===== src/rtl/nrisc_pkg.sv =====
// Shared nRisc definitions: default datapath widths, the NOP opcode and the
// decode->execute stage-state enum with its occupancy mapping.
package nrisc_pkg;

  localparam int unsigned NRISC_OP_W   = 3;
  localparam int unsigned NRISC_REG_W  = 3;
  localparam int unsigned NRISC_DATA_W = 8;

  localparam logic [NRISC_OP_W-1:0] NRISC_NOP_OP = '0;

  typedef enum logic [1:0] {
    EMPTY = 2'd0,
    ONE   = 2'd1,
    FULL  = 2'd2
  } stage_state_e;

  // Number of held entries for a given stage state.
  function automatic logic [1:0] state_occupancy(input stage_state_e s);
    logic [1:0] occ;
    case (s)
      ONE:     occ = 2'd1;
      FULL:    occ = 2'd2;
      default: occ = 2'd0;
    endcase
    return occ;
  endfunction

endpackage


===== src/rtl/sign_zero_ext.sv =====
// Combinational sign/zero extender.
// Ports: din (IN_W raw value), is_signed (1 = replicate MSB, 0 = zero pad),
//        dout_c (OUT_W extended value). Requires OUT_W >= IN_W.
module sign_zero_ext #(
  parameter int unsigned IN_W  = 8,
  parameter int unsigned OUT_W = 8
) (
  input  logic [IN_W-1:0]  din,
  input  logic             is_signed,
  output logic [OUT_W-1:0] dout_c
);

  localparam int unsigned PAD_W = OUT_W - IN_W;

  logic fill;
  assign fill = is_signed & din[IN_W-1];

  generate
    if (PAD_W == 0) begin : g_same
      assign dout_c = din;
    end else begin : g_pad
      assign dout_c = {{PAD_W{fill}}, din};
    end
  endgenerate

endmodule


===== src/rtl/id_ex_skid_stage.sv =====
// Decode->execute pipeline stage with a two-entry skid buffer.
// Extends register fields and immediate at capture, stores them in a main
// (output) register plus one skid register, and flushes on branch redirect.
// State updates on the falling clock edge; reset is asynchronous active-high.
// Ports: clock, reset; decode side in_valid/in_ready, operation, reg_a,
//        reg_b, immediate, imm_signed; flush; execute side ex_valid/ex_ready,
//        ex_op, ex_a, ex_b, ex_im; occupancy (0..2 entries held).
module id_ex_skid_stage
  import nrisc_pkg::*;
#(
  parameter int unsigned     OP_W   = NRISC_OP_W,
  parameter int unsigned     RA_W   = 3,
  parameter int unsigned     RB_W   = 2,
  parameter int unsigned     REG_W  = NRISC_REG_W,
  parameter int unsigned     IMM_W  = 8,
  parameter int unsigned     DATA_W = NRISC_DATA_W,
  parameter logic [OP_W-1:0] NOP_OP = OP_W'(NRISC_NOP_OP)
) (
  input  logic              clock,
  input  logic              reset,
  input  logic              in_valid,
  output logic              in_ready,
  input  logic [OP_W-1:0]   operation,
  input  logic [RA_W-1:0]   reg_a,
  input  logic [RB_W-1:0]   reg_b,
  input  logic [IMM_W-1:0]  immediate,
  input  logic              imm_signed,
  input  logic              flush,
  output logic              ex_valid,
  input  logic              ex_ready,
  output logic [OP_W-1:0]   ex_op,
  output logic [REG_W-1:0]  ex_a,
  output logic [REG_W-1:0]  ex_b,
  output logic [DATA_W-1:0] ex_im,
  output logic [1:0]        occupancy
);

  typedef struct packed {
    logic [OP_W-1:0]   op;
    logic [REG_W-1:0]  a;
    logic [REG_W-1:0]  b;
    logic [DATA_W-1:0] im;
  } payload_t;

  // Contents of an unoccupied register: NOP with zeroed operands.
  localparam payload_t IDLE_WORD = '{op: NOP_OP, a: '0, b: '0, im: '0};

  stage_state_e state_q, state_d;
  payload_t     main_q, main_d;
  payload_t     skid_q, skid_d;
  payload_t     in_word;
  logic [DATA_W-1:0] imm_ext;
  logic         accept;
  logic         consume;

  // Immediate extension happens at capture so stored values are final.
  sign_zero_ext #(
    .IN_W  (IMM_W),
    .OUT_W (DATA_W)
  ) u_imm_ext (
    .din       (immediate),
    .is_signed (imm_signed),
    .dout_c    (imm_ext)
  );

  always_comb begin
    in_word    = IDLE_WORD;
    in_word.op = operation;
    in_word.a  = REG_W'(reg_a);
    in_word.b  = REG_W'(reg_b);
    in_word.im = imm_ext;
  end

  // in_ready/ex_valid are flops, so handshakes depend only on registered state.
  assign accept  = in_valid & in_ready;
  assign consume = ex_valid & ex_ready;

  // Next-state and payload steering; flush overrides every other event.
  always_comb begin
    state_d = state_q;
    main_d  = main_q;
    skid_d  = skid_q;
    case (state_q)
      EMPTY: begin
        if (accept) begin
          state_d = ONE;
          main_d  = in_word;
        end
      end
      ONE: begin
        if (accept && consume) begin
          main_d = in_word;
        end else if (accept) begin
          state_d = FULL;
          skid_d  = in_word;
        end else if (consume) begin
          state_d = EMPTY;
          main_d  = IDLE_WORD;
        end
      end
      FULL: begin
        if (consume) begin
          state_d = ONE;
          main_d  = skid_q;
          skid_d  = IDLE_WORD;
        end
      end
      default: begin
        state_d = EMPTY;
        main_d  = IDLE_WORD;
        skid_d  = IDLE_WORD;
      end
    endcase
    if (flush) begin
      state_d = EMPTY;
      main_d  = IDLE_WORD;
      skid_d  = IDLE_WORD;
    end
  end

  // State, payload and status flops; status is decoded from the next state.
  always_ff @(negedge clock or posedge reset) begin
    if (reset) begin
      state_q   <= EMPTY;
      main_q    <= IDLE_WORD;
      skid_q    <= IDLE_WORD;
      in_ready  <= 1'b1;
      ex_valid  <= 1'b0;
      occupancy <= 2'd0;
    end else begin
      state_q   <= state_d;
      main_q    <= main_d;
      skid_q    <= skid_d;
      in_ready  <= (state_d != FULL);
      ex_valid  <= (state_d != EMPTY);
      occupancy <= state_occupancy(state_d);
    end
  end

  assign ex_op = main_q.op;
  assign ex_a  = main_q.a;
  assign ex_b  = main_q.b;
  assign ex_im = main_q.im;

endmodule


===== config.mk =====
export PLATFORM = sky130hd
export DESIGN_NAME = id_ex_skid_stage
export DESIGN_NICKNAME = d
export VERILOG_FILES = /design/src/rtl/nrisc_pkg.sv /design/src/rtl/sign_zero_ext.sv /design/src/rtl/id_ex_skid_stage.sv
export SDC_FILE = /design/constraint.sdc
export NUM_CORES = 1
export LEC_CHECK = 0
export ABC_AREA = 1
export ABC_CLOCK_PERIOD_IN_PS = 4200
export CORE_ASPECT_RATIO = 0.5
export CORE_MARGIN = 8
export CORE_UTILIZATION = 54
export CTS_BUF_LIST = sky130_fd_sc_hd__clkbuf_8
export DETAILED_ROUTE_END_ITERATION = 8
export GPL_ROUTABILITY_DRIVEN = 0
export GPL_TIMING_DRIVEN = 0
export PLACE_DENSITY = 0.86
export RECOVER_POWER = 50
export SYNTH_ARGS = -nofsm -noshare
export SYNTH_HDL_FRONTEND = slang
export SYNTH_SLANG_ARGS = --single-unit

===== constraint.sdc =====
create_clock -name clock -period 4.2 [get_ports clock]
set_input_delay 0.84 -clock clock [delete_from_list [all_inputs] [get_ports clock]]
set_output_delay 0.84 -clock clock [all_outputs]
set_load 0.05 [all_outputs]

==> metrics.log <==
[metrics] run status: finished clean
[metrics] combined flip-flop and latch cell area: 952.2 sq um
[metrics] detailed-routing iteration count for the pre-antenna-repair pass: 6
[metrics] worst setup skew after layout: 0.04856 ns
[metrics] synthesized instance count: 314
[metrics] fraction of layout instances using a drive strength above 1: 13.39%
[metrics] LEAKAGE: 1.536 nW
[metrics] summed instance area of the synthesized netlist: 2117 sq um
[metrics] critical path's slowest cell: dlygate4sd2_1
[metrics] average footprint of a synthesized cell: 6.742 sq um
[metrics] area of the core: 3824 sq um
[metrics] final setup vio count: 0
[metrics] Critical Path Max Stage Delay: 0.54 ns
[metrics] sequential element share of the synthesized area: 44.98%
[metrics] total routing resource utilization after global routing: 18.80%
[metrics] minimum setup slack after placement: -0.4295 ns
[metrics] Syn-to-layout area delta: 29.14%
[metrics] critical path start-end classification: register to output pin
[metrics] data required time at the worst endpoint: 3.36 ns
[metrics] sum of net half-perimeters after detailed placement: 4.067 mm
[metrics] total clock buffers created by CTS: 5
[metrics] TritonCTS clock tree: done
[metrics] global-route wire length before repair: 9.549 mm
[metrics] startpoint class of the critical path: register
[metrics] met2 track utilization from global routing: 31.59%
[metrics] Chip Width: 104.6 microns
[metrics] I/O pins: 43
[metrics] post-synthesis cell type count: 21
[metrics] vias in the first global route: 2,038
[metrics] fraction of post-synthesis cell area in the top cell type by area: 43.74%
[metrics] total chip power: 1.059 mW
[metrics] leading area contributor after synthesis: dfrtn_1
[metrics] total area of multi-input combinational cells: 1020 sq um
[metrics] nets in the synthesized netlist: 336
[metrics] number of cells after detailed placement: 408
[metrics] maximum number of pins on one net before global-route repair: 24
[metrics] worst slack on hold paths: 0.4152 ns
[metrics] maximum root-to-sink buffer count: 2
[metrics] leftover overflow at the end of global routing: 0
[metrics] DR iter-0 viols: 135
[metrics] kind of cell adding the most delay to the critical path: buffers and inverters
[metrics] Tightest Hold Check Type: register to register
[metrics] Port Buffers: 39
[metrics] hold buffer count at CTS: 0
[metrics] via count: 2,164
[metrics] number of antenna violations at the first check in global routing: 0
[metrics] net count reported at finish: 387
[metrics] total wire length after detailed routing: 5.562 mm
[metrics] ranking of synthesized cells by area: dfrtn_1 (44%), nand2_1 (29%), nand3_1 (8.7%)
[metrics] Async SR Flop Fraction: 100.0%
[metrics] data arrival at the endpoint of the critical path: 3.33 ns
[metrics] Root Buffer: clkbuf_8
[metrics] met3 Resource Use GR: 4.839%
[metrics] post-DR wirelength/cell: 13.24 microns
[metrics] yosys warns: 0
[metrics] Die Area: 6302 sq um
[metrics] clock network latency to the later pin of the worst-skew pair: 0.34 ns
[metrics] register bit count reported by yosys: 38
[metrics] filler cell count in the final layout: 314
[metrics] DRC violations left: 0
[metrics] post-route non-filler standard cell count: 420
[metrics] worst max-slew margin expressed relative to the limit: 53.46%
[metrics] Critical Path, Cell by Cell: dlygate4sd2_1
[metrics] Cell Rows: 16
[metrics] actual transition at the worst max-transition pin: 0.6973 ns
[metrics] grt peak-use layer: met2
[metrics] Max FO, Critical Path: 2
[metrics] clock transition time at the flip-flop clock pins of the worst setup and hold paths: 0.05 ns
[metrics] maximum VDD drop: 0.2282 mV
[metrics] top_reg_cell synth: dfrtn_1
[metrics] via density per instance: 5.152
[metrics] Post-synth EDFFs: 0
[metrics] total of max-cap violations: 0
[metrics] crit end category: output pin
[metrics] Max Slew Vio Count: 0
[metrics] number of nets still failing antenna checks after routing: 0
[metrics] count of clock tree sinks: 38
[metrics] antenna fix cells: 0
[metrics] met1 track utilization from global routing: 23.59%
[metrics] initial cell density of the core: 55.37%
[metrics] number of endpoints with negative hold slack in the final report: 0
[metrics] CP bufs+invs: 1
[metrics] chip height: 60.28 microns
[metrics] Final Worst Setup Slack: 0.03380 ns
[metrics] number of H-tree branching levels: 2
[metrics] Cell Pwr Density: 387.5 nW/um^2
-- sequential cells by signal (all words and copies together), names as in the netlist --
name	count
ex_a	3
ex_b	2
ex_im	8
ex_op	3
ex_valid	1
in_ready	1
occupancy	2
skid_q	16
state_q	2
-- area by class of cell --
cell class	instances	share of cell area (%)
buffer	14	3.204
clock buffer	5	2.517
clock inverter	4	1.602
inverter	22	3.021
multi-input combinational	239	37.30
sequential	38	34.83
tap	54	2.471
timing repair buffer	44	15.06
-- cell usage in the layout (no fill, tap or decap), drive strengths merged --
master | synthesis | routed
clkbuf | 2 | 12
clkdlybuf4s15 | 0 | 9
nand3 | 38 | 38
dfrtn | 37 | 37
nand2 | 168 | 168
a31oi | 1 | 1
clkdlybuf4s50 | 0 | 18
dlygate4sd2 | 0 | 5
clkinv | 0 | 2
dlygate4sd3 | 0 | 1
a21oi | 5 | 5
o21ai | 1 | 1
nand4 | 1 | 1
dfstp | 1 | 1
buf | 12 | 18
nor2 | 24 | 24
inv | 23 | 23
bufinv | 0 | 1
conb | 1 | 1
-- worst reg2reg max path, stage by stage, from the launching register on --
cell	delay, ns
dfrtn_1	0.32
buf_4	0.17
nor2_2	0.31
nand3_2	0.13
nand3_1	0.12
inv_2	0.08
buf_2	0.18
nand2_1	0.07
nand2_1	0.06
-- Yosys cell counts (2+ instances only) --
master / number
nand2_1: 164
a21oi_1: 5
nand3_1: 37
nand2_2: 3
buf_2: 7
nor2_1: 21
nor2_4: 2
inv_1: 19
inv_2: 4
buf_4: 4
clkbuf_1: 2
dfrtn_1: 37
-- what timing repair did --
action | in CTS | in global routing
buffers inserted | 1 | 3
gates resized for setup | 27 | 26
pin swaps | 1 | 2
setup endpoints to repair | 40 | 35
endpoints found under the hold margin | 0 | 0
-- where the power goes --
group | switching [mW] | total, mW | internal [mW]
registers | 0.0183 | 0.423 | 0.405
logic | 0.228 | 0.328 | 0.0991
clock network | 0.132 | 0.309 | 0.176
total | 0.379 | 1.06 | 0.680
-- metrics by stage --
step | utilization, % | setup TNS, ns | instance area, sq um
global placement | 67.34 | -17.80 | 2575
finish | 71.50 | 0 | 2734
CTS | 70.78 | 0 | 2706
floorplan | - | 0 | 2117
detailed placement | 68.06 | -9.029 | 2603
global route | 71.50 | -0.002025 | 2734
-- cells by family after synthesis --
group	count (synthesis)	share of synthesized area [%]
and+or+nand+nor	231	45.10
DFF	38	44.98
buffers and inverters	37	8.038
AOI/OAI and AO/OA	7	1.714
other	1	0.1771
-- routing by layer --
| layer | routed length [microns] | part of all wire [%] | vias up |
|---|---|---|---|
| met2 | 2607 | 47 | 81 |
| met4 | 78 | 1.4 | 0 |
| met5 | 0 | 0 | - |
| met1 | 2443 | 44 | 1018 |
| li1 | - | - | 1059 |
| met3 | 433 | 7.8 | 6 |
-- path summary, 6_finish.rpt --
path	startpoint	end	slack (ns)	cells past startpoint
max	ex_op[2]	ex_op[2]	0.03	1
max in group asynchronous	reset	skid_q[13]	0.54	3
min in group asynchronous	reset	ex_op[0]	3.08	2
min	ex_im[0]	ex_im[0]	0.42	2
max reg2reg	state_q[0]	ex_a[0]	2.61	8
min reg2reg	ex_im[0]	ex_im[0]	0.42	2
(Power assumes the default switching activity.)
==> patch 1 (config.mk and constraints unchanged) <==
Re-encode `stage_state_e` (3 states) as one-hot, 3 bits wide.
--- a/src/rtl/nrisc_pkg.sv
+++ b/src/rtl/nrisc_pkg.sv
@@ -10,6 +10,6 @@
 
-  typedef enum logic [1:0] {
-    EMPTY = 2'd0,
-    ONE   = 2'd1,
-    FULL  = 2'd2
+  typedef enum logic [2:0] {
+    EMPTY = 3'b001,
+    ONE   = 3'b010,
+    FULL  = 3'b100
   } stage_state_e;
Formal check against the unedited RTL: no difference found for any inputs over 10 cycles, from zero or initial values and one cycle with reset high; not proved beyond that.
==> patch 1 against the original RTL <==
Clock power rose by 24%; count of clock-buffer cells in the layout stayed put; total power barely moved; wire length rose by 3.4%; critical path type is now in2reg; area after synthesis rose by 1.1%; highest routed layer unchanged; setup slack worse by 0.015 ns; final area grew 2.1%; sequential cell count rose by 1; first-iteration DRC count shrank 17%; clock skew is 0.0033 ns higher; cell count fell by 3.8%; largest power group unchanged.
==> patch 1: results (changes against the original RTL) <==
* Total track usage at 18.1% (-0.72 points)
* R2R depth at 8 (unchanged)
* Slew @ Worst Pin at 0.815 ns (+0.118 ns)
* Crit Reg-Reg Startpoint: state_q[0]$_DFF_NP1_
* Syn Inst Count at 294 (-6.4%)
* Vias in the first global route at 2089 (+2.5%)
* WHS Endpoint: skid_q[8]$_DFFE_NP0P_
* Setup Crit Path Kind: in2reg
* Post-CTS Resized at 27 (unchanged)
* Final setup skew at 0.0519 ns (+0.00331 ns)
* Total power at 1060 uW (about the same)
* TritonRoute pass-1 iters at 5 (-1)
* Pre-CTS WS at -0.434 ns (-0.00419 ns)
* Via density at 5.32 (+3.3%)
* Psw at 334 uW (-12%)
* Hold_ws at 0.421 ns (+0.00578 ns)
* CP startpoint: ex_ready
* WL final at 5750 um (+3.4%)
* First-pass GRT wire length at 9160 um (-4.1%)
* Power Clock at 382 uW (+24%)
* Reg2reg setup slack at 2.56 ns (-0.05 ns)
* Placed cells at 388 (-4.9%)
* Largest net degree at the start of global routing at 40 (+67%)
* Post-Place Cell Area at 2610 sq um (+0.19%)
* Clock Latency Late Sink at 0.35 ns
* Pleak at 0.00156 uW (+1.7%)
* Worst Path Arrival at 2.23 ns (-1.10 ns)
* Sequential fraction of the synthesis area at 45.7% (+0.75 points)
* Crit Path Max Fanout at 10 (+8)
* Commonest register cell after synthesis: dfrtn_1
* # diodes at 0 (unchanged)
* # fillers at 286 (-8.9%)
* Initial drt markers at 112 (-17%)
* Post-CTS setup buffer count at 2 (+1)
* Synthesized Nets at 316 (-6.0%)
* DR vias at 2150 (-0.65%)
* Dpl hpwl at 3860 um (-5.2%)
* R2R Path End: ex_b[1]$_DFFE_NP0P_
* Largest register by flop count: skid_q
* P_seq at 416 uW (-2%)
* VDD IR-drop max at 0.000204 V (-11%)
* Congestion Overflow GR at 0 (unchanged)
* Share of post-route cells with drive strength above 1 at 14.9% (+1.5 points)
* HP Start: skid_q[8]$_DFFE_NP0P_
* Hold depth at 2 (unchanged)
* Slowest stage cell, crit path: clkdlybuf4s50_1
* Post-synth top cells: 122 x nand2_1, 50 x nand3_1, 37 x dfrtn_1
* Max incr delay on CP at 0.48 ns (-0.06 ns)
* Final WS setup at 0.0184 ns (-0.0154 ns)
* Nets at 371 (-4.1%)
* Synth top area cells: dfrtn_1 43%, nand2_1 21%, nand3_1 12%
* Status: finished clean
* Cell variety after synth at 20 (-4.8%)
[patch 1: cells by family after synthesis]
kind of cell           Yosys count  synth area share (%)
DFF                             39                  45.7
and+or+nand+nor                204                  42.0
other                            1                 0.175
AOI/OAI and AO/OA                8                  2.40
buffers and inverters           42                  9.71
[patch 1: metal layers]
| metal | global-route usage, % | vias to the layer above | share of wire [%] |
|---|---|---|---|
| met2 | 32.6 | 103 | 48 |
| met5 | 0 | - | 0 |
| li1 | - | 1013 | - |
| met1 | 19.8 | 1015 | 41 |
| met3 | 4.87 | 19 | 8.7 |
| met4 | 9.64 | 0 | 2.6 |
[patch 1: cell type report]
cell class / count / area, sq um / share of cell area (%)
Timing Repair Buffer: 47 / 428 / 15.3
Clock buffer: 5 / 68.8 / 2.47
Multi-Input combinational cell: 213 / 966 / 34.6
Inverter: 29 / 109 / 3.90
Buffer: 12 / 97.6 / 3.50
Tap cell: 54 / 67.6 / 2.42
Sequential cell: 39 / 978 / 35.1
Clock inverter: 5 / 75.1 / 2.69
==> patch 2 (same flow settings) <==
Made on the original files. `NRISC_DATA_W`: 8 -> 10.
--- a/src/rtl/nrisc_pkg.sv
+++ b/src/rtl/nrisc_pkg.sv
@@ -6,3 +6,3 @@
   localparam int unsigned NRISC_REG_W  = 3;
-  localparam int unsigned NRISC_DATA_W = 8;
+  localparam int unsigned NRISC_DATA_W = 10;
 
Interface: changed (resized ex_im); port bits go from 43 to 45. The function was not compared with the original's and may differ.
==> patch 2 against the original RTL <==
Area after synthesis grew 7.9%; wire length grew 2.2%; setup slack lost 0.0026 ns; total power grew 9.1%; sequential share of layout area shrank 0.29 points; largest power group unchanged; largest cell class unchanged; final area grew 6.1%; sequential cell count grew 2; highest routed layer unchanged.
==> patch 2: results (changes against the original RTL) <==
* TritonCTS buffer count at 5 (unchanged)
* Nets at 379 (-2.1%)
* VDD IR-drop max at 0.000270 V (+18%)
* WHS Endpoint: skid_q[16]$_DFFE_NP0P_
* HP Start: skid_q[16]$_DFFE_NP0P_
* HP Class: reg2reg
* R2R depth at 7 (-1)
* Largest net degree at the start of global routing at 41 (+71%)
* Sequential fraction of the synthesis area at 43.9% (-1.1 points)
* Crit Reg-Reg Startpoint: state_q[0]$_DFF_NP0_
* Buffers added on ports at 42 (+7.7%)
* Antenna violations before repair at 0 (unchanged)
* Via density at 5.07 (-1.5%)
* WL final at 5690 um (+2.2%)
* Total track usage at 17.9% (-0.86 points)
* Synth Area in Compound Gates at 0.657% (-1.1 points)
* Pleak at 0.00158 uW (+3.1%)
* Slowest stage cell, crit path: clkdlybuf4s15_1
* Max incr delay on CP at 0.50 ns (-0.04 ns)
* Synth Area per Inst at 7.52 sq um (+11%)
* R2R Path End: ex_im[0]$_DFFE_NP0P_
* TritonRoute pass-1 iters at 4 (-2)
* Commonest register cell after synthesis: dfrtn_1
* Pre-CTS WS at -0.386 ns (+0.0431 ns)
* Mux cell area share after synthesis at 0% (unchanged)
* Synthesized Nets at 326 (-3.0%)
* Global routing usage on met2 at 29.2% (-2.4 points)
* Synth top area cells: dfrtn_1 43%, nand2_1 17%, nand3_1 11%
* Met3 usage at 4.94% (+0.10 points)
* Initial drt markers at 152 (+13%)
* Relative slew slack at 44.7% (-8.8 points)
* First-pass GRT wire length at 9370 um (-1.9%)
* Hold_ws at 0.430 ns (+0.0146 ns)
* Clock Latency Late Sink at 0.36 ns (+0.02 ns)
* Crit Path Max Fanout at 2 (unchanged)
* CP startpoint: ex_im[2]$_DFFE_NP0P_
* Largest register FFs at 17 (+1)
* Root buf cell: clkbuf_8
* Dpl hpwl at 3960 um (-2.5%)
* Status: finished clean
* Final WS setup at 0.0312 ns (-0.00264 ns)
* Placed cells at 400 (-2.0%)
* GR Util met1 at 22.5% (-1.1 points)
* Final setup skew at 0.0627 ns (+0.0141 ns)
* Synth warn at 0 (unchanged)
* Share of post-route cells with drive strength above 1 at 23.5% (+10 points)
* Clk buf depth at 2 (unchanged)
* Cell variety after synth at 22 (+4.8%)
* Non-Filler Instances at 412 (-1.9%)
* Clock slew seen by the registers of the worst setup and hold paths at 0.06 ns
* Post-synth top cells: 105 x nand2_1, 50 x nand3_1, 39 x dfrtn_1
* Reg2reg setup slack at 2.52 ns (-0.09 ns)
* Hold depth at 2 (unchanged)
* Largest register by flop count: skid_q
* Vias in the first global route at 2042 (+0.20%)
[patch 2: cell types whose count changed after synthesis, sizes merged]
cell,change
a21oi,-4
a31oi,-1
buf,+2
clkbuf,-2
dfrtn,+2
inv,+1
nand2,-25
nand3,+13
nor2,-1
nor3,+4
o21ai,+1
[patch 2: final cells by class]
cell class / count / area, sq um
clock inverter: 3 / 37.5
sequential: 40 / 1000
buffer: 14 / 115
inverter: 23 / 86.3
tap: 54 / 67.6
multi-input combinational: 226 / 1090
clock buffer: 6 / 82.6
fill: 324 / 1080
timing repair buffer: 46 / 420
[patch 2: worst max path at each step]
stage | end | cells after the start
floorplan | skid_q[13]$_DFFE_NP0P_ | 9
global placement | skid_q[3]$_DFFE_NP0P_ | 7
detailed placement | skid_q[5]$_DFFE_NP0P_ | 7
CTS | ex_im[2] | 1
global route | skid_q[1]$_DFFE_NP0P_ | 9
finish | ex_im[2] | 1
[patch 2: report_power, final]
group	switching [uW]	leakage, uW	total, uW	internal (uW)
logic	258	0.000983	374	116
clock network	137	0.0000642	330	193
registers	23.6	0.000536	452	428
[patch 2: routing by layer]
metal | part of all wire (%) | vias to the layer above | routed length (um)
met4 | 1.1 | 0 | 63
met3 | 9.7 | 7 | 554
met5 | 0 | - | 0
li1 | - | 1048 | -
met1 | 44 | 957 | 2520
met2 | 45 | 78 | 2540
[patch 2: repair_timing]
item | CTS | global route
endpoints found under the setup margin | 40 | 32
pin swaps | 0 | 2
gates resized for setup | 34 | 20
gates cloned | 0 | 0
setup buffers | 0 | 4
[patch 2: logic make-up after synthesis]
kind of cell	after synthesis
compound gates	3
buf+inv	38
flops	40
other cells	1
simple gates	222
[patch 2: metrics by stage]
step / cell area, sq um / power, uW
final: 2900 / 1160
after global routing: 2900 / 1210
after CTS: 2880 / 1150
after detailed placement: 2770 / 842
after global placement: 2770 / 835
after floorplan: 2280 / 721
